--- src/rtl/unidad_fetch_pkg.sv ---
// Shared definitions for the fetch unit: FSM state encoding and default widths/depths.
package unidad_fetch_pkg;

   localparam int ANCHO_DEF       = 32;
   localparam int QUEUE_DEPTH_DEF = 2;

   // ESPERA holds a live request; DESCARTE keeps the bus request up until memory answers, then drops the data.
   typedef enum logic [1:0] {
      IDLE     = 2'd0,
      ESPERA   = 2'd1,
      DESCARTE = 2'd2
   } estado_t;

endpackage

--- src/rtl/unidad_fetch_if.sv ---
// Bundle of PC, instruction-memory, redirect and decode-side signals around the fetch unit.
interface unidad_fetch_if
   import unidad_fetch_pkg::*;
#(
   parameter int ANCHO = ANCHO_DEF
);

   logic [ANCHO-1:0] PC_Actual;
   logic [ANCHO-1:0] PC_Sig;
   logic [ANCHO-1:0] PC_Nuevo;
   logic             PC_Write;
   logic             Mem_Req;
   logic [ANCHO-1:0] Mem_Addr;
   logic             Mem_Ack;
   logic [ANCHO-1:0] Mem_Data;
   logic             Salto;
   logic [ANCHO-1:0] Salto_Dir;
   logic             Inst_Valid;
   logic             Inst_Ready;
   logic [ANCHO-1:0] Inst_Out;
   logic [ANCHO-1:0] Inst_PC;

   modport master (
      input  PC_Actual, PC_Sig, Mem_Ack, Mem_Data, Salto, Salto_Dir, Inst_Ready,
      output PC_Nuevo, PC_Write, Mem_Req, Mem_Addr, Inst_Valid, Inst_Out, Inst_PC
   );

   modport slave (
      output PC_Actual, PC_Sig, Mem_Ack, Mem_Data, Salto, Salto_Dir, Inst_Ready,
      input  PC_Nuevo, PC_Write, Mem_Req, Mem_Addr, Inst_Valid, Inst_Out, Inst_PC
   );

endinterface

--- src/rtl/unidad_fetch_cola_inst.sv ---
// Registered instruction queue (instruction + fetch address) with a synchronous flush.
module cola_inst
   import unidad_fetch_pkg::*;
#(
   parameter int QUEUE_DEPTH = QUEUE_DEPTH_DEF,
   parameter int ANCHO       = ANCHO_DEF
) (
   input  logic             Clk,
   input  logic             Reset,
   input  logic             push,
   input  logic [ANCHO-1:0] push_inst,
   input  logic [ANCHO-1:0] push_pc,
   input  logic             pop,
   input  logic             flush,
   output logic             valid,
   output logic             full,
   output logic [ANCHO-1:0] head_inst,
   output logic [ANCHO-1:0] head_pc
);

   localparam int PW = (QUEUE_DEPTH > 1) ? $clog2(QUEUE_DEPTH) : 1;
   localparam int CW = PW + 1;

   logic [ANCHO-1:0] mem_inst [QUEUE_DEPTH];
   logic [ANCHO-1:0] mem_pc   [QUEUE_DEPTH];
   logic [PW-1:0]    wr_ptr;
   logic [PW-1:0]    rd_ptr;
   logic [CW-1:0]    count;
   logic             do_push;
   logic             do_pop;

   assign valid     = (count != '0);
   assign full      = (count == CW'(QUEUE_DEPTH));
   assign do_pop    = pop && valid && !flush;
   assign do_push   = push && (!full || do_pop) && !flush;
   assign head_inst = mem_inst[rd_ptr];
   assign head_pc   = mem_pc[rd_ptr];

   // Pointer arithmetic wraps naturally because the depth is a power of two.
   always_ff @(posedge Clk or negedge Reset) begin
      if (!Reset) begin
         wr_ptr <= '0;
         rd_ptr <= '0;
         count  <= '0;
      end else if (flush) begin
         wr_ptr <= '0;
         rd_ptr <= '0;
         count  <= '0;
      end else begin
         if (do_push) wr_ptr <= wr_ptr + PW'(1);
         if (do_pop)  rd_ptr <= rd_ptr + PW'(1);
         case ({do_push, do_pop})
            2'b10:   count <= count + CW'(1);
            2'b01:   count <= count - CW'(1);
            default: count <= count;
         endcase
      end
   end

   always_ff @(posedge Clk) begin
      if (do_push) begin
         mem_inst[wr_ptr] <= push_inst;
         mem_pc[wr_ptr]   <= push_pc;
      end
   end

endmodule

--- src/rtl/unidad_fetch.sv ---
// Fetch unit: issues one instruction-memory request at a time, steers the PC register and feeds the decode queue.
module unidad_fetch
   import unidad_fetch_pkg::*;
#(
   parameter int QUEUE_DEPTH = QUEUE_DEPTH_DEF,
   parameter int ANCHO       = ANCHO_DEF
) (
   input logic              Clk,
   input logic              Reset,
   unidad_fetch_if.master   bus
);

   estado_t estado;
   logic    push;
   logic    full;

   // Only a live (non-discarded) ack pushes; a redirect in the same cycle wins.
   assign push = Reset && (estado == ESPERA) && bus.Mem_Ack && !bus.Salto;

   // PC load is combinational so the PC register updates on the same edge the ack or redirect is seen.
   always_comb begin
      bus.PC_Write = 1'b0;
      bus.PC_Nuevo = bus.PC_Sig;
      if (Reset) begin
         if (bus.Salto) begin
            bus.PC_Write = 1'b1;
            bus.PC_Nuevo = bus.Salto_Dir;
         end else if (push) begin
            bus.PC_Write = 1'b1;
         end
      end
   end

   always_ff @(posedge Clk or negedge Reset) begin
      if (!Reset) begin
         estado       <= IDLE;
         bus.Mem_Req  <= 1'b0;
         bus.Mem_Addr <= '0;
      end else begin
         case (estado)
            IDLE: begin
               if (!full && !bus.Salto) begin
                  estado       <= ESPERA;
                  bus.Mem_Req  <= 1'b1;
                  bus.Mem_Addr <= bus.PC_Actual;
               end
            end
            ESPERA: begin
               if (bus.Mem_Ack) begin
                  estado      <= IDLE;
                  bus.Mem_Req <= 1'b0;
               end else if (bus.Salto) begin
                  estado <= DESCARTE;
               end
            end
            DESCARTE: begin
               if (bus.Mem_Ack) begin
                  estado      <= IDLE;
                  bus.Mem_Req <= 1'b0;
               end
            end
            default: begin
               estado      <= IDLE;
               bus.Mem_Req <= 1'b0;
            end
         endcase
      end
   end

   cola_inst #(
      .QUEUE_DEPTH (QUEUE_DEPTH),
      .ANCHO       (ANCHO)
   ) u_cola (
      .Clk       (Clk),
      .Reset     (Reset),
      .push      (push),
      .push_inst (bus.Mem_Data),
      .push_pc   (bus.Mem_Addr),
      .pop       (bus.Inst_Ready),
      .flush     (Reset && bus.Salto),
      .valid     (bus.Inst_Valid),
      .full      (full),
      .head_inst (bus.Inst_Out),
      .head_pc   (bus.Inst_PC)
   );

endmodule

--- src/flat_wrapper.sv ---
// flat-port wrapper written by rule: the top's interface ports become plain ports
module unidad_fetch_flat import unidad_fetch_pkg::*;
#(
   parameter int QUEUE_DEPTH = QUEUE_DEPTH_DEF,
   parameter int ANCHO       = ANCHO_DEF
)
  (Clk, Reset, bus_PC_Actual, bus_PC_Sig, bus_Mem_Ack, bus_Mem_Data, bus_Salto, bus_Salto_Dir, bus_Inst_Ready, bus_PC_Nuevo, bus_PC_Write, bus_Mem_Req, bus_Mem_Addr, bus_Inst_Valid, bus_Inst_Out, bus_Inst_PC);
  unidad_fetch_if #(.ANCHO(ANCHO)) bus_i ();
  input logic Clk;
  input logic Reset;
  input wire logic [$bits(bus_i.PC_Actual)-1:0] bus_PC_Actual;
  input wire logic [$bits(bus_i.PC_Sig)-1:0] bus_PC_Sig;
  input wire logic [$bits(bus_i.Mem_Ack)-1:0] bus_Mem_Ack;
  input wire logic [$bits(bus_i.Mem_Data)-1:0] bus_Mem_Data;
  input wire logic [$bits(bus_i.Salto)-1:0] bus_Salto;
  input wire logic [$bits(bus_i.Salto_Dir)-1:0] bus_Salto_Dir;
  input wire logic [$bits(bus_i.Inst_Ready)-1:0] bus_Inst_Ready;
  output wire logic [$bits(bus_i.PC_Nuevo)-1:0] bus_PC_Nuevo;
  output wire logic [$bits(bus_i.PC_Write)-1:0] bus_PC_Write;
  output wire logic [$bits(bus_i.Mem_Req)-1:0] bus_Mem_Req;
  output wire logic [$bits(bus_i.Mem_Addr)-1:0] bus_Mem_Addr;
  output wire logic [$bits(bus_i.Inst_Valid)-1:0] bus_Inst_Valid;
  output wire logic [$bits(bus_i.Inst_Out)-1:0] bus_Inst_Out;
  output wire logic [$bits(bus_i.Inst_PC)-1:0] bus_Inst_PC;
  assign bus_i.PC_Actual = bus_PC_Actual;
  assign bus_i.PC_Sig = bus_PC_Sig;
  assign bus_i.Mem_Ack = bus_Mem_Ack;
  assign bus_i.Mem_Data = bus_Mem_Data;
  assign bus_i.Salto = bus_Salto;
  assign bus_i.Salto_Dir = bus_Salto_Dir;
  assign bus_i.Inst_Ready = bus_Inst_Ready;
  assign bus_PC_Nuevo = bus_i.PC_Nuevo;
  assign bus_PC_Write = bus_i.PC_Write;
  assign bus_Mem_Req = bus_i.Mem_Req;
  assign bus_Mem_Addr = bus_i.Mem_Addr;
  assign bus_Inst_Valid = bus_i.Inst_Valid;
  assign bus_Inst_Out = bus_i.Inst_Out;
  assign bus_Inst_PC = bus_i.Inst_PC;
  unidad_fetch #(.QUEUE_DEPTH(QUEUE_DEPTH), .ANCHO(ANCHO)) u_core (.Clk(Clk), .Reset(Reset), .bus(bus_i));
endmodule
--- config.mk ---
export PLATFORM = sky130hd
export DESIGN_NAME = unidad_fetch_flat
export DESIGN_NICKNAME = d
export VERILOG_FILES = /design/src/rtl/unidad_fetch_pkg.sv /design/src/rtl/unidad_fetch_if.sv /design/src/rtl/unidad_fetch_cola_inst.sv /design/src/rtl/unidad_fetch.sv /design/src/flat_wrapper.sv
export SDC_FILE = /design/constraint.sdc
export NUM_CORES = 1
export LEC_CHECK = 0
export CORE_MARGIN = 2
export CORE_UTILIZATION = 44
export DETAILED_ROUTE_END_ITERATION = 7
export GPL_TIMING_DRIVEN = 1
export PLACE_DENSITY = 0.85
export SLEW_MARGIN = 20
export SYNTH_ARGS = -nofsm -noshare
export SYNTH_HDL_FRONTEND = slang
export SYNTH_SLANG_ARGS = --single-unit
--- constraint.sdc ---
create_clock -name Clk -period 5.5 [get_ports Clk]
set_input_delay 1.1 -clock Clk [delete_from_list [all_inputs] [get_ports Clk]]
set_output_delay 1.1 -clock Clk [all_outputs]
set_load 0.01 [all_outputs]
==> flow_summary_export.csv, run 1 <==
group,metric,value,unit
run_status,outcome,"complete, no violations",
cts,path_clk_slew,0.06,ns
critical_path,cp_common_cell,"clkdlybuf4s50_1",
timing,fin_crit_sh,75.28,%
placement,dp.final_hpwl,11290,um
cts,clockBufferDepth,2,
logic_synthesis,synth_top_cell_area_share,56.54,%
cts,clock-sinks,167,
cts,post_cts_buffers,0,
grt,overflow,0,
cts,cts_root_buf,"clkbuf_16",
die,die_height,128.3,um
logic_synthesis,ys_seq_elements,167,
logic_synthesis,synth_top_area_cell,"edfxtp_1",
logic_synthesis,yosys-top-cells-area,"edfxtp_1 (57%), mux2_2 (16%), dfrtp_1 (14%)",
grt,grt_max_degree,45,
grt,grt_use_total,19.36,%
logic_synthesis,ys_seq_area_share,70.90,%
timing,rsz0062_at_grt,"false",
power,power.leakage,3.681,nW
die,pin_count,264,
critical_path,cp.depth,5,
timing,worst_slew_pin_slew,1.053,ns
logic_synthesis,synth_cells,353,
critical_path,cp_num_buf_inv,3,
cts,cts_max_level,4,
critical_path,critPathArrivalTime,3.04,ns
timing,fin_setup_tns,0,ns
power,ir_worst_vdd,238.5,uV
grt,antenna_found_initial,4,
timing,final_max_slew_viol_count,0,
cts,clk_latency,0.42,ns
final_layout,area_growth,49.92,%
critical_path,worstPathCellList,"clkdlybuf4s50_1, and2_1, buf_4, mux2_2, clkdlybuf4s50_1",
drt,dr_total_vias,4159,
final_layout,drive_above_1_share,27.07,%
power,power.switching,1.189,mW
placement,place_congestion,0.8678,
drt,drc_errors,0,
logic_synthesis,yosysWarnings,0,
cts,ctsHoldBuffers,0,
drt,first_iter_violations,167,
timing,setup_slack,1.360,ns
cts,post_cts_resized,0,
hold_path,hold_path_depth,0,
job,max-cap-violations,0,
critical_path,path_class,"in2out",
drt,vias_per_cell,5.005,
timing,fmax,241.5,MHz
final_layout,layout_commonest_cell,"clkdlybuf4s50_1",
critical_path,worstSetupStartpointType,"input port",
drt,wire_per_inst,19.10,um
logic_synthesis,ys_types,29,
timing,slew_headroom,29.81,%
die,start_util,44.88,%
logic_synthesis,postSynthAreaPerCell,19.26,um2
logic_synthesis,syn-num-nets,489,
cts,cts-buffers-inserted,17,
logic_synthesis,synth_area,6798,um2
power,switching_share,27.40,%
critical_path,path_delay_family,"buffers and inverters",
power,p_comb_share,32.3,%
critical_path,end_kind,"primary output",
placement,place_ws,1.357,ns
die,core_area,15150,um2
critical_path,slowest_stage,"clkdlybuf4s50_1",
critical_path,worst_ep_required_time,4.40,ns
power,p_per_area,425.9,nW/um2
die,die-area,16460,um2
hold_path,hold_class,"reg2reg",
drt,dr.pass1.iters,4,
power,seqPwrFrac,41.8,%
placement,io_buffers,263,
critical_path,cp_max_fo,36,
grt,grt_pass1_wl,23530,um
timing,finalSetupViolCount,0,
grt,grt_pass1_vias,4401,
final_layout,final_cell_mix,"clkdlybuf4s50_1 (262), edfxtp_1 (128), mux2_2 (98)",
timing,post-route-min-period,4.140,ns
power,fin_total_pwr,4.341,mW
timing,fin_skew,0.007403,ns
drt,routed_wirelength,15870,um
cts,cts_tree,"done",
drt,antenna_left,0,
power,intPower,3.151,mW
timing,hold_violations,0,
die,die_w,128.3,um
final_layout,nets,762,
critical_path,rr_worst_depth,6,
critical_path,max_stage_delay,0.53,ns
power,p_clk_share,26.0,%
die,rows,45,
## worst register-to-register path: stages, from the launching register on
cell and delay (ns):
dfrtp_1 0.38, inv_1 0.10, ha_1 0.22, nand4b_1 0.27
o21bai_1 0.38, nor2_4 0.67, buf_12 0.33
## power groups by stage
stage | clock network [mW] | registers, mW | logic (mW)
2_1_floorplan | 0 | 1.81 | 0.705
3_3_place_gp | 0 | 1.82 | 1.39
3_5_place_dp | 0 | 1.84 | 1.41
4_1_cts | 1.15 | 1.82 | 1.42
5_1_grt | 1.20 | 1.84 | 1.49
6_report | 1.13 | 1.81 | 1.40
## routing by layer
| layer | wire length (um) | GRT usage (%) |
|---|---|---|
| met1 | 5936 | 21.31 |
| met2 | 8265 | 33.23 |
| met3 | 1247 | 6.720 |
| met4 | 422 | 9.825 |
| met5 | 0 | 0 |
## path summary, 6_finish.rpt
path | slack (ns) | startpoint | end
worst max-delay path | 1.36 | bus_Salto | bus_PC_Nuevo[0]
worst min-delay path | 0.49 | u_core.bus.Mem_Addr[14] | u_core.u_cola.mem_pc[0][14]
worst max register to register | 2.80 | u_core.estado[1] | u_core.u_cola.mem_pc[0][23]
worst min register to register | 0.49 | u_core.bus.Mem_Addr[14] | u_core.u_cola.mem_pc[0][14]
max in group asynchronous | 4.15 | Reset | u_core.bus.Mem_Addr[7]
min in group asynchronous | 0.65 | Reset | u_core.bus.Mem_Addr[26]
## sequential cells by signal, summed over array words and instances (netlist names)
register	count
u_core.bus.Mem_Addr	32
u_core.bus.Mem_Req	1
u_core.estado	2
u_core.u_cola.count	2
u_core.u_cola.mem_inst	64
u_core.u_cola.mem_pc	64
u_core.u_cola.rd_ptr	1
u_core.u_cola.wr_ptr	1
## cell type report
cell class / count / area [um2]
fillers: 1009 / 4955
flip-flops and latches: 167 / 4821
repair buffers: 268 / 2690
multi-input cells: 167 / 1849
clock buffers: 17 / 425.4
well taps: 188 / 235.2
clock inverters: 15 / 141.4
inverters: 5 / 18.77
diodes: 4 / 10.01
## cells in the mapped netlist, drive strengths merged
master	instances
ha	3
nor4	1
a31oi	1
nand2	2
mux2i	1
inv	5
a21oi	4
o21bai	2
nor2	9
and3	1
or2	1
a211oi	1
o22a	2
buf	14
nand4b	1
mux2	128
xnor2	2
dfrtp	39
xor2	1
edfxtp	128
nand2b	4
nor2b	2
and2	1
## metrics by stage
step | hold WS (ns) | instances | instance area (um2) | util [%]
3_5_place_dp | 0.4770 | 795 | 9614 | 63.48
6_report | 0.4941 | 831 | 10190 | 67.29
5_1_grt | 0.5078 | 831 | 10190 | 67.29
3_3_place_gp | 0.4788 | 795 | 9614 | 63.48
2_1_floorplan | 0.4836 | 353 | 6798 | -
4_1_cts | 0.4950 | 827 | 10180 | 67.22
## kinds of logic (layout without fill, tap and decap cells)
group	Yosys count	after routing	synth area share, %
flip-flops	167	167	70.90
multiplexers	129	129	23.01
AND/OR/NAND/NOR	22	22	2.062
buffers and inverters	19	305	2.117
AO/OA/AOI/OAI	10	10	0.9756
adder cells (fa/ha/maj)	3	3	0.5522
XOR/XNOR	3	3	0.3866
other	0	4	0
(Power assumes the default switching activity.)
==> inputs of run 2 (changes only) <==
==> constraint.sdc (replaced) <==
create_clock -name Clk -period 4 [get_ports Clk]
set_input_delay 0.8 -clock Clk [delete_from_list [all_inputs] [get_ports Clk]]
set_output_delay 0.8 -clock Clk [all_outputs]
set_load 0.01 [all_outputs]
==> run 2 against run 1 <==
Against the previous run:
- register-to-register slack got worse by 1.0 ns
- worst setup slack got worse by 0.78 ns
- largest cell class unchanged
- utilization increased by 0.32 points
- sequential cell count unchanged
- largest power group unchanged
- routed wire length increased by 2.7%
- first-iteration DRC count decreased by 5.4%
- highest routed layer unchanged
==> flow_summary_export.csv, run 2 (same netlist as run 1, synthesis figures left out) <==
group,metric,value,unit
critical_path,worst_ep_required_time,3.20,ns
cts,cts_tree,"done",
timing,holdWs,0.2612,ns
placement,io_buffers,263,
drt,antenna_left,0,
timing,final_max_slew_viol_count,0,
drt,dr.pass1.iters,4,
timing,fmax,292.5,MHz
timing,post-route-min-period,3.419,ns
timing,worst_slew_pin_slew,0.8146,ns
drt,routed_wirelength,16290,um
cts,post_cts_resized,0,
timing,slew_headroom,45.69,%
timing,fin_crit_sh,85.47,%
final_layout,seq_area,4821,um2
timing,fin_skew,0.01016,ns
final_layout,nFillCells,1016,
run_status,outcome,"complete, no violations",
die,die-area,16460,um2
power,ir_worst_vdd,453.8,uV
power,power.leakage,3.703,nW
cts,post_cts_buffers,0,
power,seqPwrFrac,41.0,%
power,p_per_area,586.7,nW/um2
grt,grt_pass1_wl,24350,um
placement,place_area,9654,um2
final_layout,drive_above_1_share,27.30,%
critical_path,cp_max_fo,36,
critical_path,end_kind,"primary output",
cts,ctsHoldBuffers,0,
final_layout,area_growth,50.63,%
cts,clockBufferDepth,2,
final_layout,nets,764,
final_layout,final_cell_mix,"clkdlybuf4s50_1 (262), edfxtp_1 (128), mux2_2 (98)",
critical_path,critPathArrivalTime,2.62,ns
cts,clk_latency,0.42,ns
drt,drc_errors,0,
critical_path,path_class,"in2out",
cts,cts_max_level,4,
power,power.switching,1.633,mW
grt,grt_pass1_vias,4372,
die,pin_count,264,
placement,place_congestion,0.8557,
timing,rsz0062_at_grt,"false",
final_layout,stdcell_area,10240,um2
job,max-cap-violations,0,
drt,vias_per_cell,4.998,
drt,wire_per_inst,19.54,um
final_layout,layout_commonest_cell,"clkdlybuf4s50_1",
die,die_height,128.3,um
final_layout,reg_top3,"u_core.u_cola.mem_inst x64, u_core.u_cola.mem_pc x64, u_core.bus.Mem_Addr x32",
critical_path,worstSetupStartpointType,"input port",
die,rows,45,
cts,cts-buffers-inserted,17,
grt,antenna_found_initial,5,
timing,finalSetupViolCount,0,
die,start_util,44.88,%
die,core_area,15150,um2
cts,clock-sinks,167,
power,p_clk_share,26.1,%
timing,hold_violations,0,
die,die_w,128.3,um
drt,dr_total_vias,4168,
power,p_comb_share,32.9,%
grt,overflow,0,
placement,dp.final_hpwl,11380,um
cts,cts_root_buf,"clkbuf_16",
drt,first_iter_violations,158,
power,switching_share,27.18,%
grt,grt_max_degree,47,
hold_path,hold_class,"in2async",
grt,grt_use_total,20.22,%
final_layout,multi_input_area,1849,um2
power,intPower,4.375,mW
cts,path_clk_slew,0.06,ns
==> run 2: area by class of cell <==
cell class                      count  area share [%]
Tap cell                          188           2.297
Antenna cell                        5          0.1222
Inverter                            5          0.1833
Multi-Input combinational cell    167           18.06
Clock inverter                     12           1.136
Clock buffer                       20           4.460
Timing Repair Buffer              270           26.66
Sequential cell                   167           47.08
==> run 2: through the flow <==
stage	setup slack, ns	total power [mW]	setup TNS (ns)	instances	util, %
2_1_floorplan	-0.5035	3.458	-64.45	353	-
6_report	0.5813	6.008	0	834	67.61
5_1_grt	0.5154	6.273	0	834	67.61
3_5_place_dp	0.5781	4.480	0	797	63.74
3_3_place_gp	0.6271	4.426	0	797	63.74
4_1_cts	0.5739	6.074	0	829	67.53
==> run 2: worst max-delay path, stage by stage <==
cell,delay (ns)
clkdlybuf4s50_1,0.52
and2_1,0.20
buf_12,0.22
mux2_2,0.36
clkdlybuf4s50_1,0.50
==> run 2: worst paths after layout <==
path / slack, ns / startpoint / cells past startpoint / endpoint
max in group asynchronous: 2.98 / Reset / 2 / u_core.u_cola.rd_ptr
hold reg to reg: 0.49 / u_core.bus.Mem_Addr[4] / 0 / u_core.u_cola.mem_pc[1][4]
hold / removal: 0.26 / Reset / 1 / u_core.bus.Mem_Addr[20]
setup reg to reg: 1.76 / u_core.estado[1] / 6 / u_core.u_cola.mem_pc[1][31]
min in group Clk: 0.49 / u_core.bus.Mem_Addr[4] / 0 / u_core.u_cola.mem_pc[1][4]
setup / recovery: 0.58 / bus_Salto / 5 / bus_PC_Nuevo[0]
==> run 2: layer usage <==
layer | vias up | track usage, % | routed length (um)
met5 | - | 0 | 0
met4 | 0 | 9.438 | 378
met3 | 23 | 7.262 | 1264
li1 | 1902 | - | -
met2 | 189 | 34.89 | 8659
met1 | 2054 | 22.29 | 5991
==> run 2: power groups by stage <==
stage	logic (mW)	clock network, mW	registers, mW
final	1.98	1.57	2.46
after global routing	2.10	1.67	2.50
after CTS	2.00	1.60	2.47
after detailed placement	1.98	0	2.50
after global placement	1.96	0	2.47
after floorplan	0.969	0	2.49
